File: src/rtl/mult_pkg.sv
// Shared definitions for the sequential shift-add multiplier-accumulator.
package mult_pkg;

  localparam int MULT_W = 8;

  typedef enum logic [1:0] {
    IDLE = 2'd0,
    RUN  = 2'd1,
    DONE = 2'd2
  } state_t;

endpackage

File: src/rtl/binary_multiplier_seq.sv
// Shift-add multiply-accumulate: product = multiplicand * multiplier + addend.
// One multiplier bit per clock; also reconstructs divider results (q*d + r).
module binary_multiplier_seq
  import mult_pkg::*;
#(
  parameter int W = MULT_W
) (
  input  logic           clk,
  input  logic           rst,
  input  logic           start,
  input  logic [W-1:0]   multiplicand,
  input  logic [W-1:0]   multiplier,
  input  logic [W-1:0]   addend,
  output logic           busy,
  output logic           done,
  output logic [2*W-1:0] product
);

  localparam int CW = (W > 1) ? $clog2(W) : 1;
  localparam logic [CW-1:0] LAST = CW'(W - 1);

  state_t          state, nextState;
  logic [2*W-1:0]  acc, mcand, accSum;
  logic [W-1:0]    mplr;
  logic [CW-1:0]   cnt;
  logic            load, lastStep;

  // A new operation can only be loaded when no operation is running.
  assign load     = start && (state != RUN);
  assign lastStep = (state == RUN) && (cnt == LAST);
  assign accSum   = mplr[0] ? (acc + mcand) : acc;

  always_ff @(posedge clk) begin
    if (rst) state <= IDLE;
    else     state <= nextState;
  end

  always_comb begin
    nextState = state;
    case (state)
      IDLE:    if (start) nextState = RUN;
      RUN:     if (cnt == LAST) nextState = DONE;
      DONE:    nextState = start ? RUN : IDLE;
      default: nextState = IDLE;
    endcase
  end

  // Datapath and registered handshake outputs; reset aborts without a done pulse.
  always_ff @(posedge clk) begin
    if (rst) begin
      acc     <= '0;
      mcand   <= '0;
      mplr    <= '0;
      cnt     <= '0;
      product <= '0;
      busy    <= 1'b0;
      done    <= 1'b0;
    end else begin
      busy <= (nextState == RUN);
      done <= (nextState == DONE);
      if (load) begin
        acc   <= {{W{1'b0}}, addend};
        mcand <= {{W{1'b0}}, multiplicand};
        mplr  <= multiplier;
        cnt   <= '0;
      end else if (state == RUN) begin
        acc   <= accSum;
        mcand <= mcand << 1;
        mplr  <= mplr >> 1;
        cnt   <= cnt + 1'b1;
        if (lastStep) product <= accSum;
      end
    end
  end

endmodule

File: config.mk
export PLATFORM = sky130hd
export DESIGN_NAME = binary_multiplier_seq
export DESIGN_NICKNAME = d
export VERILOG_FILES = /design/src/rtl/mult_pkg.sv /design/src/rtl/binary_multiplier_seq.sv
export SDC_FILE = /design/constraint.sdc
export NUM_CORES = 1
export LEC_CHECK = 0
export CAP_MARGIN = 10
export CORE_MARGIN = 2
export CORE_UTILIZATION = 50
export CTS_BUF_LIST = sky130_fd_sc_hd__clkbuf_4 sky130_fd_sc_hd__clkbuf_8
export CTS_CLUSTER_SIZE = 24
export DETAILED_ROUTE_END_ITERATION = 10
export PLACE_DENSITY_LB_ADDON = 0.12
export REMOVE_ABC_BUFFERS = 1
export SETUP_SLACK_MARGIN = 0.5
export SYNTH_ARGS = -nofsm -noshare
export SYNTH_HDL_FRONTEND = slang
export SYNTH_SLANG_ARGS = --single-unit
File: constraint.sdc
create_clock -name clk -period 2.7 [get_ports clk]
set_clock_uncertainty 0.05 [all_clocks]
set_input_delay 0.27 -clock clk [delete_from_list [all_inputs] [get_ports clk]]
set_output_delay 0.27 -clock clk [all_outputs]
set_load 0.03 [all_outputs]
==> impl_metrics.env, run 1 <==
export IMPL_place_area_mm2=0.00384
export IMPL_fin_util_pct=67.6
export IMPL_grt_pass1_vias=2780
export IMPL_synth_cell_types=54
export IMPL_grtUsageTotal_pct=22.7
export IMPL_worstPathRequired_ns=2.92
export IMPL_clock_latency_ns=0.35
export IMPL_drtIter0Drc=150
export IMPL_crit_path_end_kind="register"
export IMPL_cts_tree="yes"
export IMPL_tightest_slew_ns=0.527
export IMPL_syn_to_final_growth_pct=29.5
export IMPL_num_vias=2916
export IMPL_setup_tns_ns=0
export IMPL_hold_violations=0
export IMPL_dieArea_mm2=0.00734
export IMPL_grt_pass1_wl_um=13100
export IMPL_diodes=0
export IMPL_drc=0
export IMPL_crit_fanout=4
export IMPL_core_area_mm2=0.00639
export IMPL_avgSynthCellArea_um2=8.76
export IMPL_cts_sinks=63
export IMPL_synthCells=381
export IMPL_gp_congestion=0.889
export IMPL_fin_nets=481
export IMPL_vias_per_cell=5.64
export IMPL_max_vdd_ir_drop_uv=395
export IMPL_synthFlopType="dfxtp_1"
export IMPL_cap_violations=0
export IMPL_leakage_uw=0.00173
export IMPL_antenna_found_initial=0
export IMPL_grt_max_degree=36
export IMPL_hpwlAfterDp_um=5480
export IMPL_hold_class="reg -> reg"
export IMPL_slew_headroom_pct=64.8
export IMPL_ys_warnings_count=0
export IMPL_dieHeight_um=85.7
export IMPL_wire_per_inst_um=15.6
export IMPL_ios=45
export IMPL_hold_buffers=0
export IMPL_initial_core_util_pct=52.2
export IMPL_synth_area_mm2=0.00334
export IMPL_cts_htree_levels=3
export IMPL_cts_path_max_buffers=2
export IMPL_die_w_um=85.7
export IMPL_rsz0062_at_grt="true"
export IMPL_maxSlewViolCount=0
export IMPL_max_freq_mhz=425
export IMPL_synth_seq_cells=63
export IMPL_ys_async_sr_fraction_pct=0
export IMPL_ant_nets=0
export IMPL_numCtsBuffers=9
export IMPL_overflow=0
export IMPL_rows=29
export IMPL_drive_above_1_share_pct=17.3
export IMPL_cts_root_buf="clkbuf_8"
export IMPL_seq_area_frac_synth_pct=37.8
export IMPL_critPathKind="reg -> reg"
export IMPL_design_area_mm2=0.00432
export IMPL_power_density_mw_per_mm2=529
export IMPL_critPathArrivalTime_ns=2.57
export IMPL_fin_crit_sh_pct=87.1
export IMPL_port_buffer_count=44
export IMPL_setup_viol=0
export IMPL_dr_pass1_iters=4
export IMPL_drt_total_wl_um=8080
export IMPL_outcome="finished clean"
export IMPL_start_kind="register"
export IMPL_synth_edf_count=0
export IMPL_hold_ws_ns=0.411
export IMPL_clk_pin_slew_ns=0.07
export IMPL_post_route_min_period_ns=2.35
[per-layer routing]
layer  vias to the layer above  global-route usage [%]  share of wire (%)
met5                         -                       0                  0
met4                         0                    8.66                1.6
met3                        13                    5.49                5.3
met2                        54                    37.8                 48
met1                      1371                    28.5                 45
li1                       1478                       -                  -
[worst max-delay path, cell delays in order (launching register included)]
cell	delay (ns)
dfxtp_2	0.34
ha_4	0.16
fa_2	0.34
a21o_2	0.23
a221o_2	0.37
nand3_4	0.13
a41o_1	0.20
xnor2_2	0.13
mux2i_1	0.09
a211oi_1	0.23
[cells in the mapped netlist (all sizes together) (5+ instances only)]
cell type  instances  area, µm²
buf               10       61.3
xnor2              9       78.8
nand2             42        160
nor2b              5       31.3
nor2              47        176
o21ai              8       40.0
ha                17        213
nor3               9       45.0
dfxtp             63       1260
a21oi             31        174
mux2i             31        310
inv                5       18.8
clkbuf            15       56.3
a211oi            33        248
[placed cells by master, fill, tap and decap left out, types with 3 or more instances in the layout]
cell type and n:
dfxtp_1 59, nor2_1 46, clkdlybuf4s50_1 44, nand2_1 40
a211oi_1 32, mux2i_1 31, a21oi_1 26, buf_4 24
ha_1 15, clkbuf_8 12, nor3_1 9, xnor2_1 7
o21ai_0 6, nor2b_1 5, inv_1 5, and3_1 4
dfxtp_2 4, nand2b_1 3, a21oi_4 3, nand3_1 3
[final cells by class]
type | count | area [µm²]
sequential | 63 | 1270
clock buffer | 12 | 165
fill | 517 | 2070
tap | 77 | 96.3
inverter | 5 | 18.8
clock inverter | 3 | 65.1
timing repair buffer | 70 | 643
multi-input combinational | 287 | 2060
[per-stage QoR]
stage	setup slack [ns]	power [µW]	cells
6_report	0.348	2290	517
5_1_grt	0.261	2370	517
3_3_place_gp	0.272	1310	489
3_5_place_dp	0.230	1320	489
4_1_cts	0.343	2280	510
2_1_floorplan	0.220	1190	355
[report_power, final]
part           switching, µW  total (µW)  internal [µW]
Combinational            174         332            158
Sequential              33.5        1000            967
Clock                    366         955            589
[timing repair]
item,4_1_cts,5_1_grt
buffers inserted,6,7
resized for setup,9,22
setup endpoints to repair,10,15
pin swaps,13,21
[state kept, by name, indices dropped and copies added, names as in the netlist]
| signal | flops |
|---|---|
| product | 16 |
| acc | 16 |
| state | 2 |
| cnt | 3 |
| done | 1 |
| mplr | 8 |
| mcand | 16 |
| busy | 1 |
[path summary, 6_finish.rpt]
check                                 from  slack [ns]  cells after the start     endpoint
worst max register to register    mcand[0]        0.35                      9  product[12]
worst max-delay path              mcand[0]        0.35                      9  product[12]
worst min register to register  product[2]        0.41                      2   product[2]
worst min-delay path            product[2]        0.41                      2   product[2]
[cells by family (layout without fill, tap and decap cells)]
group                      after synthesis  after routing  share of synthesized area, %
buffers and inverters                   31             90                          4.35
DFF                                     63             63                          37.8
AOI/OAI and AO/OA                      101            101                          21.5
muxes                                   32             32                          9.64
adders and majority gates               18             18                          6.98
xor gates and xnor gates                13             13                          3.41
and+or+nand+nor                        123            123                          16.3
(Power assumes the default switching activity.)
==> inputs of run 2 (changes only) <==
DONT_BUFFER_PORTS = 1   (was not set)
clock period = 2.8 ns   (was 2.7 ns; I/O delays follow)
==> run 2 against run 1 <==
Maximum frequency down 2.4%. Combinational power shrank 24%. Final area shrank 15%. Critical path depth unchanged. Die area stayed put. Critical endpoint is now product[10]. Sequential cell count unchanged. Worst hold slack lost 0.32 ns.
==> impl_metrics.env, run 2 (synthesis results as in run 1) <==
export IMPL_max_freq_mhz=415
export IMPL_hold_violations=0
export IMPL_maxSlewViolCount=0
export IMPL_fin_crit_sh_pct=86.0
export IMPL_final_common_cell="dfxtp_1"
export IMPL_clock_latency_ns=0.34
export IMPL_grt_max_degree=45
export IMPL_grtUsageTotal_pct=21.6
export IMPL_gp_congestion=0.824
export IMPL_slew_headroom_pct=55.0
export IMPL_tightest_slew_ns=0.674
export IMPL_post_route_min_period_ns=2.41
export IMPL_port_buffer_count=0
export IMPL_dieArea_mm2=0.00734
export IMPL_initial_core_util_pct=52.2
export IMPL_cts_htree_levels=3
export IMPL_syn_to_final_growth_pct=9.83
export IMPL_vias_per_cell=5.76
export IMPL_nFillCells=594
export IMPL_crit_fanout=4
export IMPL_rsz0062_at_grt="true"
export IMPL_critPathKind="reg -> reg"
export IMPL_dp_cells=437
export IMPL_die_w_um=85.7
export IMPL_max_vdd_ir_drop_uv=330
export IMPL_num_vias=2645
export IMPL_power_density_mw_per_mm2=548
export IMPL_wire_per_inst_um=16.4
export IMPL_rrSetupSlack_ns=0.39
export IMPL_drive_above_1_share_pct=13.4
export IMPL_hold_class="in -> reg"
export IMPL_overflow=0
export IMPL_leakage_uw=0.00145
export IMPL_clk_pin_slew_ns=0.07
export IMPL_ios=45
export IMPL_cts_sinks=63
export IMPL_drtIter0Drc=89
export IMPL_ant_nets=0
export IMPL_finalNonFillerCells=459
export IMPL_drt_total_wl_um=7530
export IMPL_top_layer="met4"
export IMPL_setup_viol=0
export IMPL_drc=0
export IMPL_fin_nets=423
export IMPL_wl_met1_um=3580
export IMPL_setup_tns_ns=0
export IMPL_crit_path_end_kind="register"
export IMPL_biggestRegsByFlops="acc: 16 flops, mcand: 16 flops, product: 16 flops"
export IMPL_start_kind="register"
export IMPL_antenna_found_initial=0
export IMPL_hpwlAfterDp_um=4960
export IMPL_final_cell_mix="dfxtp_1, nor2_1, nand2_1"
export IMPL_diodes=0
export IMPL_core_area_mm2=0.00639
export IMPL_numCtsBuffers=9
export IMPL_outcome="finished clean"
export IMPL_rows=29
export IMPL_critPathArrivalTime_ns=2.55
export IMPL_dieHeight_um=85.7
export IMPL_route_met2_wl_um=3530
export IMPL_cts_path_max_buffers=2
export IMPL_cts_root_buf="clkbuf_8"
export IMPL_cap_violations=0
export IMPL_worstPathRequired_ns=2.94
export IMPL_dr_pass1_iters=4
export IMPL_cts_tree="yes"
export IMPL_grt_pass1_vias=2578
export IMPL_dr_wl_met3_um=325
export IMPL_grt_pass1_wl_um=12500
run 2: critical path, cell delays in order (launching register included):
cell and delay [ns]:
dfxtp_2 0.34, ha_4 0.17, fa_2 0.36, a21o_2 0.21
a221o_2 0.39, nand3_4 0.12, a311oi_2 0.10, xor2_1 0.19
mux2i_1 0.22, a211oi_2 0.10
run 2: path summary, 6_finish.rpt:
path	start	endpoint	depth (start not counted)
setup / recovery	acc[0]	product[10]	9
hold / removal	start	busy	2
setup reg to reg	acc[0]	product[10]	9
hold reg to reg	cnt[1]	cnt[1]	2
run 2: cell type report:
type,instances,area [µm²],share of cell area [%]
clock buffers,11,151,4.13
multi-input cells,287,1980,54.1
well taps,77,96.3,2.63
repair buffers,12,103,2.80
flip-flops and latches,63,1270,34.6
inverters,5,18.8,0.512
clock inverters,4,45.0,1.23
run 2: through the flow:
stage	power, µW	setup slack (ns)	hold slack, ns	util [%]	instance area [µm²]
after floorplan	1150	0.320	0.299	-	3210
after global placement	1200	0.390	0.306	52.4	3340
after detailed placement	1200	0.250	0.308	52.4	3340
after CTS	2020	0.385	0.0630	56.9	3630
after global routing	2100	0.293	0.0809	57.4	3660
final	2010	0.392	0.0870	57.4	3660
run 2: metal layers:
metal,vias to the layer above,track usage (%)
met2,47,34.3
met3,8,6.06
met5,-,0
li1,1365,-
met1,1225,28.2
met4,0,7.50
run 2: power breakdown:
part           total, µW  switching [µW]  leakage (µW)  internal [µW]
clock                795             345      0.000105            450
sequential           962            29.6      0.000515            932
combinational        253             143      0.000829            110
run 2: repair_timing:
item / in CTS / in global routing
hold buffers: 1 / 0
endpoints found under the hold margin: 44 / 0
gates resized for setup: 8 / 6
pin swaps: 9 / 9
setup buffers: 5 / 1
endpoints found under the setup margin: 7 / 11
